===== src/rtl/apb_slave_mem.sv =====
// rtl/apb_slave_mem.sv - APB word-memory slave; define APB_SLV_WAIT_EN to add the WAIT state and its counter.
// PREADY, PSLVERR and PRDATA are all registered. A write commits only on the completion edge.

module apb_slave_mem #(
   parameter logic [31:0] ADDR_BASE   = 32'h0000_0000,
   parameter int          DEPTH       = 64,
   parameter int          WAIT_CYCLES = 2
) (
   input  logic        clk,
   input  logic        PRESETn,
   input  logic        PSEL1,
   input  logic        PENABLE,
   input  logic        PWRITE,
   input  logic [31:0] PADDR,
   input  logic [31:0] PWDATA,
   output logic [31:0] PRDATA,
   output logic        PREADY,
   output logic        PSLVERR
);

   localparam int          IW       = $clog2(DEPTH);
   localparam logic [32:0] WIN_SPAN = 33'(DEPTH) * 33'd4;

   // A legal build never elaborates this branch; it names the supported parameter range.
   generate
      if (DEPTH < 2 || DEPTH > 256 || (DEPTH & (DEPTH - 1)) != 0 ||
          WAIT_CYCLES < 0 || WAIT_CYCLES > 15) begin : g_bad_params
      end
   endgenerate

`ifdef APB_SLV_WAIT_EN
   typedef enum logic [1:0] {S_IDLE = 2'd0, S_ACCESS = 2'd1, S_WAIT = 2'd2} state_t;
   logic [3:0] cnt_q, cnt_nx;
`else
   typedef enum logic {S_IDLE = 1'b0, S_ACCESS = 1'b1} state_t;
`endif

   state_t      state, state_nx;
   logic [31:0] addr_q, wdata_q;
   logic        write_q;
   logic [31:0] mem [DEPTH];

   logic        setup, active;
   logic [31:0] eval_addr;
   logic        eval_write;
   logic [32:0] eval_off;
   logic        eval_err;
   logic [IW-1:0] eval_idx;
   logic        pready_nx, pslverr_nx, mem_we;
   logic [31:0] prdata_nx;

   assign setup  = PSEL1 & ~PENABLE;
   assign active = PSEL1 & PENABLE;

   // In IDLE the transfer being accepted is still on the bus; later states use the latched copy.
   // The 33-bit difference borrows into bit 32 when the address is below the window.
   always_comb begin
      eval_addr  = (state == S_IDLE) ? PADDR  : addr_q;
      eval_write = (state == S_IDLE) ? PWRITE : write_q;
      eval_off   = {1'b0, eval_addr} - {1'b0, ADDR_BASE};
      eval_err   = eval_off[32] | (eval_off >= WIN_SPAN) | (eval_addr[1:0] != 2'b00);
      eval_idx   = IW'(eval_off >> 2);
   end

   always_comb begin
      state_nx = state;
`ifdef APB_SLV_WAIT_EN
      cnt_nx   = cnt_q;
`endif
      case (state)
         S_IDLE: begin
            if (setup) begin
`ifdef APB_SLV_WAIT_EN
               if (WAIT_CYCLES == 0) begin
                  state_nx = S_ACCESS;
               end else begin
                  state_nx = S_WAIT;
                  cnt_nx   = 4'(WAIT_CYCLES);
               end
`else
               state_nx = S_ACCESS;
`endif
            end
         end
`ifdef APB_SLV_WAIT_EN
         S_WAIT: begin
            if (!active) begin
               state_nx = S_IDLE;
               cnt_nx   = '0;
            end else if (cnt_q == 4'd1) begin
               state_nx = S_ACCESS;
               cnt_nx   = '0;
            end else begin
               cnt_nx   = cnt_q - 4'd1;
            end
         end
`endif
         S_ACCESS: state_nx = S_IDLE;
         default:  state_nx = S_IDLE;
      endcase
   end

   // ACCESS always lasts one cycle, so entering it is exactly the PREADY cycle.
   always_comb begin
      pready_nx  = 1'b0;
      pslverr_nx = 1'b0;
      prdata_nx  = '0;
      if (state_nx == S_ACCESS) begin
         pready_nx  = 1'b1;
         pslverr_nx = eval_err;
         if (!eval_write && !eval_err) begin
            prdata_nx = mem[eval_idx];
         end
      end
      mem_we = (state == S_ACCESS) && active && write_q && !PSLVERR;
   end

   always_ff @(posedge clk or negedge PRESETn) begin
      if (!PRESETn) begin
         state   <= S_IDLE;
         PREADY  <= 1'b0;
         PSLVERR <= 1'b0;
         PRDATA  <= '0;
         addr_q  <= '0;
         wdata_q <= '0;
         write_q <= 1'b0;
      end else begin
         state   <= state_nx;
         PREADY  <= pready_nx;
         PSLVERR <= pslverr_nx;
         PRDATA  <= prdata_nx;
         if (state == S_IDLE && setup) begin
            addr_q  <= PADDR;
            wdata_q <= PWDATA;
            write_q <= PWRITE;
         end
      end
   end

`ifdef APB_SLV_WAIT_EN
   always_ff @(posedge clk or negedge PRESETn) begin
      if (!PRESETn) begin
         cnt_q <= '0;
      end else begin
         cnt_q <= cnt_nx;
      end
   end
`endif

   always_ff @(posedge clk or negedge PRESETn) begin
      if (!PRESETn) begin
         for (int i = 0; i < DEPTH; i++) begin
            mem[i] <= '0;
         end
      end else if (mem_we) begin
         mem[eval_idx] <= wdata_q;
      end
   end

endmodule

===== config.mk =====
export PLATFORM = sky130hd
export DESIGN_NAME = apb_slave_mem
export DESIGN_NICKNAME = d
export VERILOG_FILES = /design/src/rtl/apb_slave_mem.sv
export SDC_FILE = /design/constraint.sdc
export NUM_CORES = 2
export LEC_CHECK = 0
export CAP_MARGIN = 20
export CORE_ASPECT_RATIO = 1.2
export CORE_MARGIN = 2
export CORE_UTILIZATION = 37
export CTS_BUF_LIST = sky130_fd_sc_hd__clkbuf_4
export DETAILED_ROUTE_END_ITERATION = 12
export SLEW_MARGIN = 40
export SYNTH_ARGS = -nofsm -noshare
export SYNTH_HDL_FRONTEND = slang
export SYNTH_SLANG_ARGS = --single-unit
export TNS_END_PERCENT = 50

===== constraint.sdc =====
create_clock -name clk -period 3.3 [get_ports clk]
set_clock_uncertainty 0.2 [all_clocks]
set_input_delay 0.66 -clock clk [delete_from_list [all_inputs] [get_ports clk]]
set_output_delay 0.66 -clock clk [all_outputs]
set_load 0.05 [all_outputs]

# Yosys cells after proc, flatten, opt, wreduce, memory -nomap -nowiden
# Index checks and enable logic that the tools add are counted.
[word_totals]
register_bits = 2148
out_inout_bits = 34
wordCells = 104
[op_classes]
order_cmp = 3
muxes = 14
n_bitwise = 6
reduce_logical = 10
[ops]
columns = ["op", "n"]
rows = [
  ["$bwmux 2048", 1],
  ["$bmux 32 s6", 1],
  ["$demux 32 s6", 1],
  ["$mux 32", 6],
  ["$ge 32x9->1 const B", 1],
  ["$ge 7x7->1 const B", 1],
  ["$lt 7x1->1 const B", 1],
  ["$not 6->7", 1],
  ["$logic_and 1x1->1", 6],
  ["$mux 1", 4],
  ["$logic_not 1->1", 3],
  ["$and 1x1->1", 2],
  ["$not 1->1", 2],
  ["$pmux 1 s2", 1],
  ["$reduce_bool 2->1", 1],
  ["$or 1x1->1", 1],
]

# Logic depth before layout (Yosys ltp)
[logic_depth]
depth_word = 7
depth_mapped = 12
depth_no_buf = 6

# Worst setup path after synthesis
# OpenSTA, ideal clock, no wires.
[synth_path]
kind = "register to register"
from = "register, netlist name PREADY"
to = "register mem[289] in the netlist's numbering"
arrival_time_ns = 2.829
t_required_ns = 2.975
path_slack_ns = 0.147
path_stages_with_launch = 10
n_path_buf = 4
period_less_slack_ns = 3.153
cell_sequence = "dfrtp_1 > buf_4 > buf_6 > buf_6 > mux2_2 > nor2_2 > nand2_1 > nor2_1 > buf_2 > mux2_2"
[synth_lines]
columns = ["item", "line", "rtl"]
rows = [
  ["end signal: indexed assignment", "156", "mem[eval_idx] <= wdata_q;"],
  ["end: declaration", "41", "logic [31:0] mem [DEPTH];"],
]

# Worst setup path after layout
[layout_path]
from = "input port PADDR[2]"
to = "register PRDATA[4]"
[layout_via]
elab_chain_cells = 7
[layout_rtl]
columns = ["item", "line", "rtl"]
rows = [
  ["start: declaration", "14", "input logic [31:0] PADDR,"],
  ["$mux 32 (*)", "58", "eval_addr = (state == S_IDLE) ? PADDR : addr_q;"],
  ["$ge 32x9->1 / $not 6->7 (equally long branches)", "61, 112", ""],
  ["$or 1x1->1 / $bmux 32 s6 (equally long branches)", "61, 112", ""],
  ["$logic_not 1->1 / $mux 32 (equally long branches)", "111, 112", ""],
  ["$logic_and 1x1->1 / $mux 32 (equally long branches)", "111, 112", ""],
  ["$mux 32 (*)", "111", "if (!eval_write && !eval_err) begin"],
  ["$mux 32 (*)", "108", "if (state_nx == S_ACCESS) begin"],
  ["via prdata_nx[4]", "50", "logic [31:0] prdata_nx;"],
  ["end signal: assignment", "131", "PRDATA <= prdata_nx;"],
  ["end: declaration", "16", "output logic [31:0] PRDATA,"],
]
# Mark *: on every way through the listed nets, which the timed path passes. The rest lies on a longest branch. The select of a mux whose other input is x is not followed.
# A chain may end at the register's enable or synchronous reset.

==> impl_metrics.json <==
{
  "ys.flop_type": "dfrtp_1",
  "cp.required_ps": 4240,
  "fin_tns_setup_ps": 0,
  "drt_wl_total_um": 384000,
  "root_buffer": "clkbuf_4",
  "drcViolationCount": 0,
  "grt_pass1_vias": 73700,
  "cts_buffers": 560,
  "grt_overflow_total": 0,
  "ys.warnings.count": 0,
  "hold_class": "input port to register",
  "rsz0062_at_grt": "yes",
  "firstDrtPassIters": 6,
  "ir_drop_mv": 0.298,
  "start_util": 0.372,
  "drv_cap": 0,
  "placed_cells": 10800,
  "synth_edf_count": 0,
  "worstSetupPathType": "input port to register",
  "stdcell_count": 11800,
  "end_kind": "register",
  "cts_tree": "yes",
  "syn2layout_area_growth_pct": 22.8,
  "syn_area_um2": 94100,
  "die_height_um": 556,
  "port_buffers": 102,
  "grt_pass1_wl_um": 546000,
  "drt_iter0_drc": 7526,
  "cp_max_fo": 21,
  "clockBufferDepth": 4,
  "leakage_nw": 57.4,
  "max_slew_margin": 0.393,
  "ys_seq_elements": 2147,
  "worstMarginPinSlew_ps": 909,
  "synth-async-reset-ratio": 1.00,
  "crit_arrival_ps": 4220,
  "core-area_um2": 253000,
  "ys_seq_area_frac": 0.571,
  "num_rows": 202,
  "synth_cell_types": 65,
  "start_kind": "input port",
  "h-tree-depth": 6,
  "nNetsFinal": 8118,
  "netlist_instances": 7078,
  "clkTransAtPathRegs_ps": 60,
  "finalWeightedCongestion": 0.922,
  "fin_crit_ps": 3280,
  "finalMaxSlewViolations": 0,
  "grt_max_degree": 97,
  "vias": 71500,
  "setup_viol_count_final": 0,
  "gr-usage-all-layers": 0.293,
  "powerDensity_nw_per_um2": 505,
  "dieArea_um2": 258000,
  "insertion_delay_ps": 1340,
  "drive_gt1_frac": 0.489,
  "finalHoldViolations": 0,
  "max_freq_mhz": 305,
  "final_common_cell": "dfrtp_1",
  "antenna_found_initial": 16,
  "clock_sinks": 2147,
  "rrSetupSlack_ps": 30,
  "dpl.hpwl_um": 250000,
  "vias_per_cell": 6.07,
  "status": "complete, no violations",
  "final.period_utilization": 0.994,
  "syn-num-nets": 7147,
  "synth.avg_cell_area_um2": 13.3,
  "wl_per_cell_um": 32.7,
  "layout_common_cells": "2,116 x dfrtp_1, 2,096 x mux2_2, 792 x clkbuf_4",
  "ant_nets": 0,
  "pin_count": 103,
  "chipWidth_um": 464
}
==> sequential cells by signal, indices dropped and copies added (netlist names) <==
| signal | cells |
|---|---|
| addr_q | 32 |
| wdata_q | 32 |
| mem | 2048 |
| PREADY | 1 |
| PRDATA | 32 |
| write_q | 1 |
| PSLVERR | 1 |
==> metal layers <==
metal / up-vias / track usage / routed length (um)
met1: 37600 / 0.363 / 146000
met4: 8 / 0.191 / 28300
met3: 1227 / 0.0677 / 34300
met2: 4047 / 0.457 / 176000
li1: 28600 / - / -
met5: - / 0 / 47
==> cell type report <==
type	count	area, um^2
well taps	3366	4210
fillers	22900	137000
repair buffers	1148	13000
flip-flops and latches	2147	53800
diodes	15	37.5
multi-input cells	4190	37700
clock inverters	110	860
clock buffers	792	5950
inverters	2	7.51
==> timing repair <==
action                     in CTS  in global routing
buffers inserted               10                  6
setup endpoints to repair      73                 21
hold endpoints to repair     2198                  0
gates resized for setup        79                 16
hold buffers                   66                  0
pin swaps                       3                 11
==> cells in the mapped netlist, types with 6 or more instances <==
master,count,area share
o22a_1,6,0.00056
o41ai_1,11,0.0010
mux2_2,2098,0.25
clkbuf_1,360,0.014
a32o_1,7,0.00074
nor3_1,83,0.0044
or4_1,128,0.010
nand2_1,56,0.0022
buf_6,10,0.0012
o31ai_1,93,0.0074
o22ai_1,650,0.043
nor4_1,65,0.0043
nand4_1,6,0.00040
nor2_1,118,0.0047
a21oi_1,507,0.027
o221ai_1,63,0.0059
nor2_2,11,0.00073
o21bai_1,11,0.00088
nand4bb_1,6,0.00072
o21ai_0,10,0.00053
o2111ai_1,19,0.0018
o31a_1,7,0.00065
buf_2,262,0.014
buf_1,50,0.0020
a21o_1,38,0.0030
mux2_1,94,0.011
nor2_4,8,0.00096
mux2i_1,9,0.00096
buf_4,57,0.0045
dfrtp_1,2147,0.57
nand2b_1,7,0.00047
==> report_power, final <==
| part | leakage, nW | total, mW | internal (mW) | switching (mW) |
|---|---|---|---|---|
| registers | 29.8 | 28.1 | 26.8 | 1.27 |
| logic | 23.6 | 6.94 | 2.76 | 4.18 |
| clock network | 4.05 | 23.3 | 12.0 | 11.3 |
==> final timing paths <==
check / cells after the start / from / endpoint
min in group asynchronous: 4 / PRESETn / mem[1059]
worst max register to register: 11 / PREADY / PRDATA[3]
max in group asynchronous: 7 / PRESETn / mem[596]
worst min register to register: 1 / mem[14] / mem[14]
worst max-delay path: 13 / PADDR[2] / PRDATA[4]
worst min-delay path: 3 / PADDR[6] / addr_q[6]
==> worst max-delay path, stage by stage <==
cell	delay (ps)
dlygate4sd3_1	540
clkdlybuf4s50_1	480
buf_12	160
buf_4	150
nand4b_1	250
and2_4	300
buf_12	240
buf_4	250
o22ai_1	160
nor4_1	310
buf_4	170
o221ai_1	150
nor4_2	330
==> through the flow <==
step                      instance area (um^2)  power (mW)  setup WS (ps)  utilization  hold slack (ps)
after floorplan                          94100        31.0            147            -              164
after global placement                  108000        35.1           -857        0.426              259
after detailed placement                108000        35.2           -888        0.426              271
after CTS                               115000        58.5          0.851        0.456             66.9
after global routing                    116000        60.5          -11.2        0.457              102
final                                   116000        58.4           19.8        0.457              168
==> kinds of logic (layout without fill, tap and decap cells) <==
family | count (synthesis) | after routing | synth area share
muxes | 2202 | 2202 | 0.264
AOI/OAI and AO/OA | 1456 | 1456 | 0.0959
and+or+nand+nor | 532 | 532 | 0.0334
DFF | 2147 | 2147 | 0.571
other | 0 | 15 | 0
buffers and inverters | 741 | 2052 | 0.0361
No activity file was read; power rests on OpenSTA's default activity.
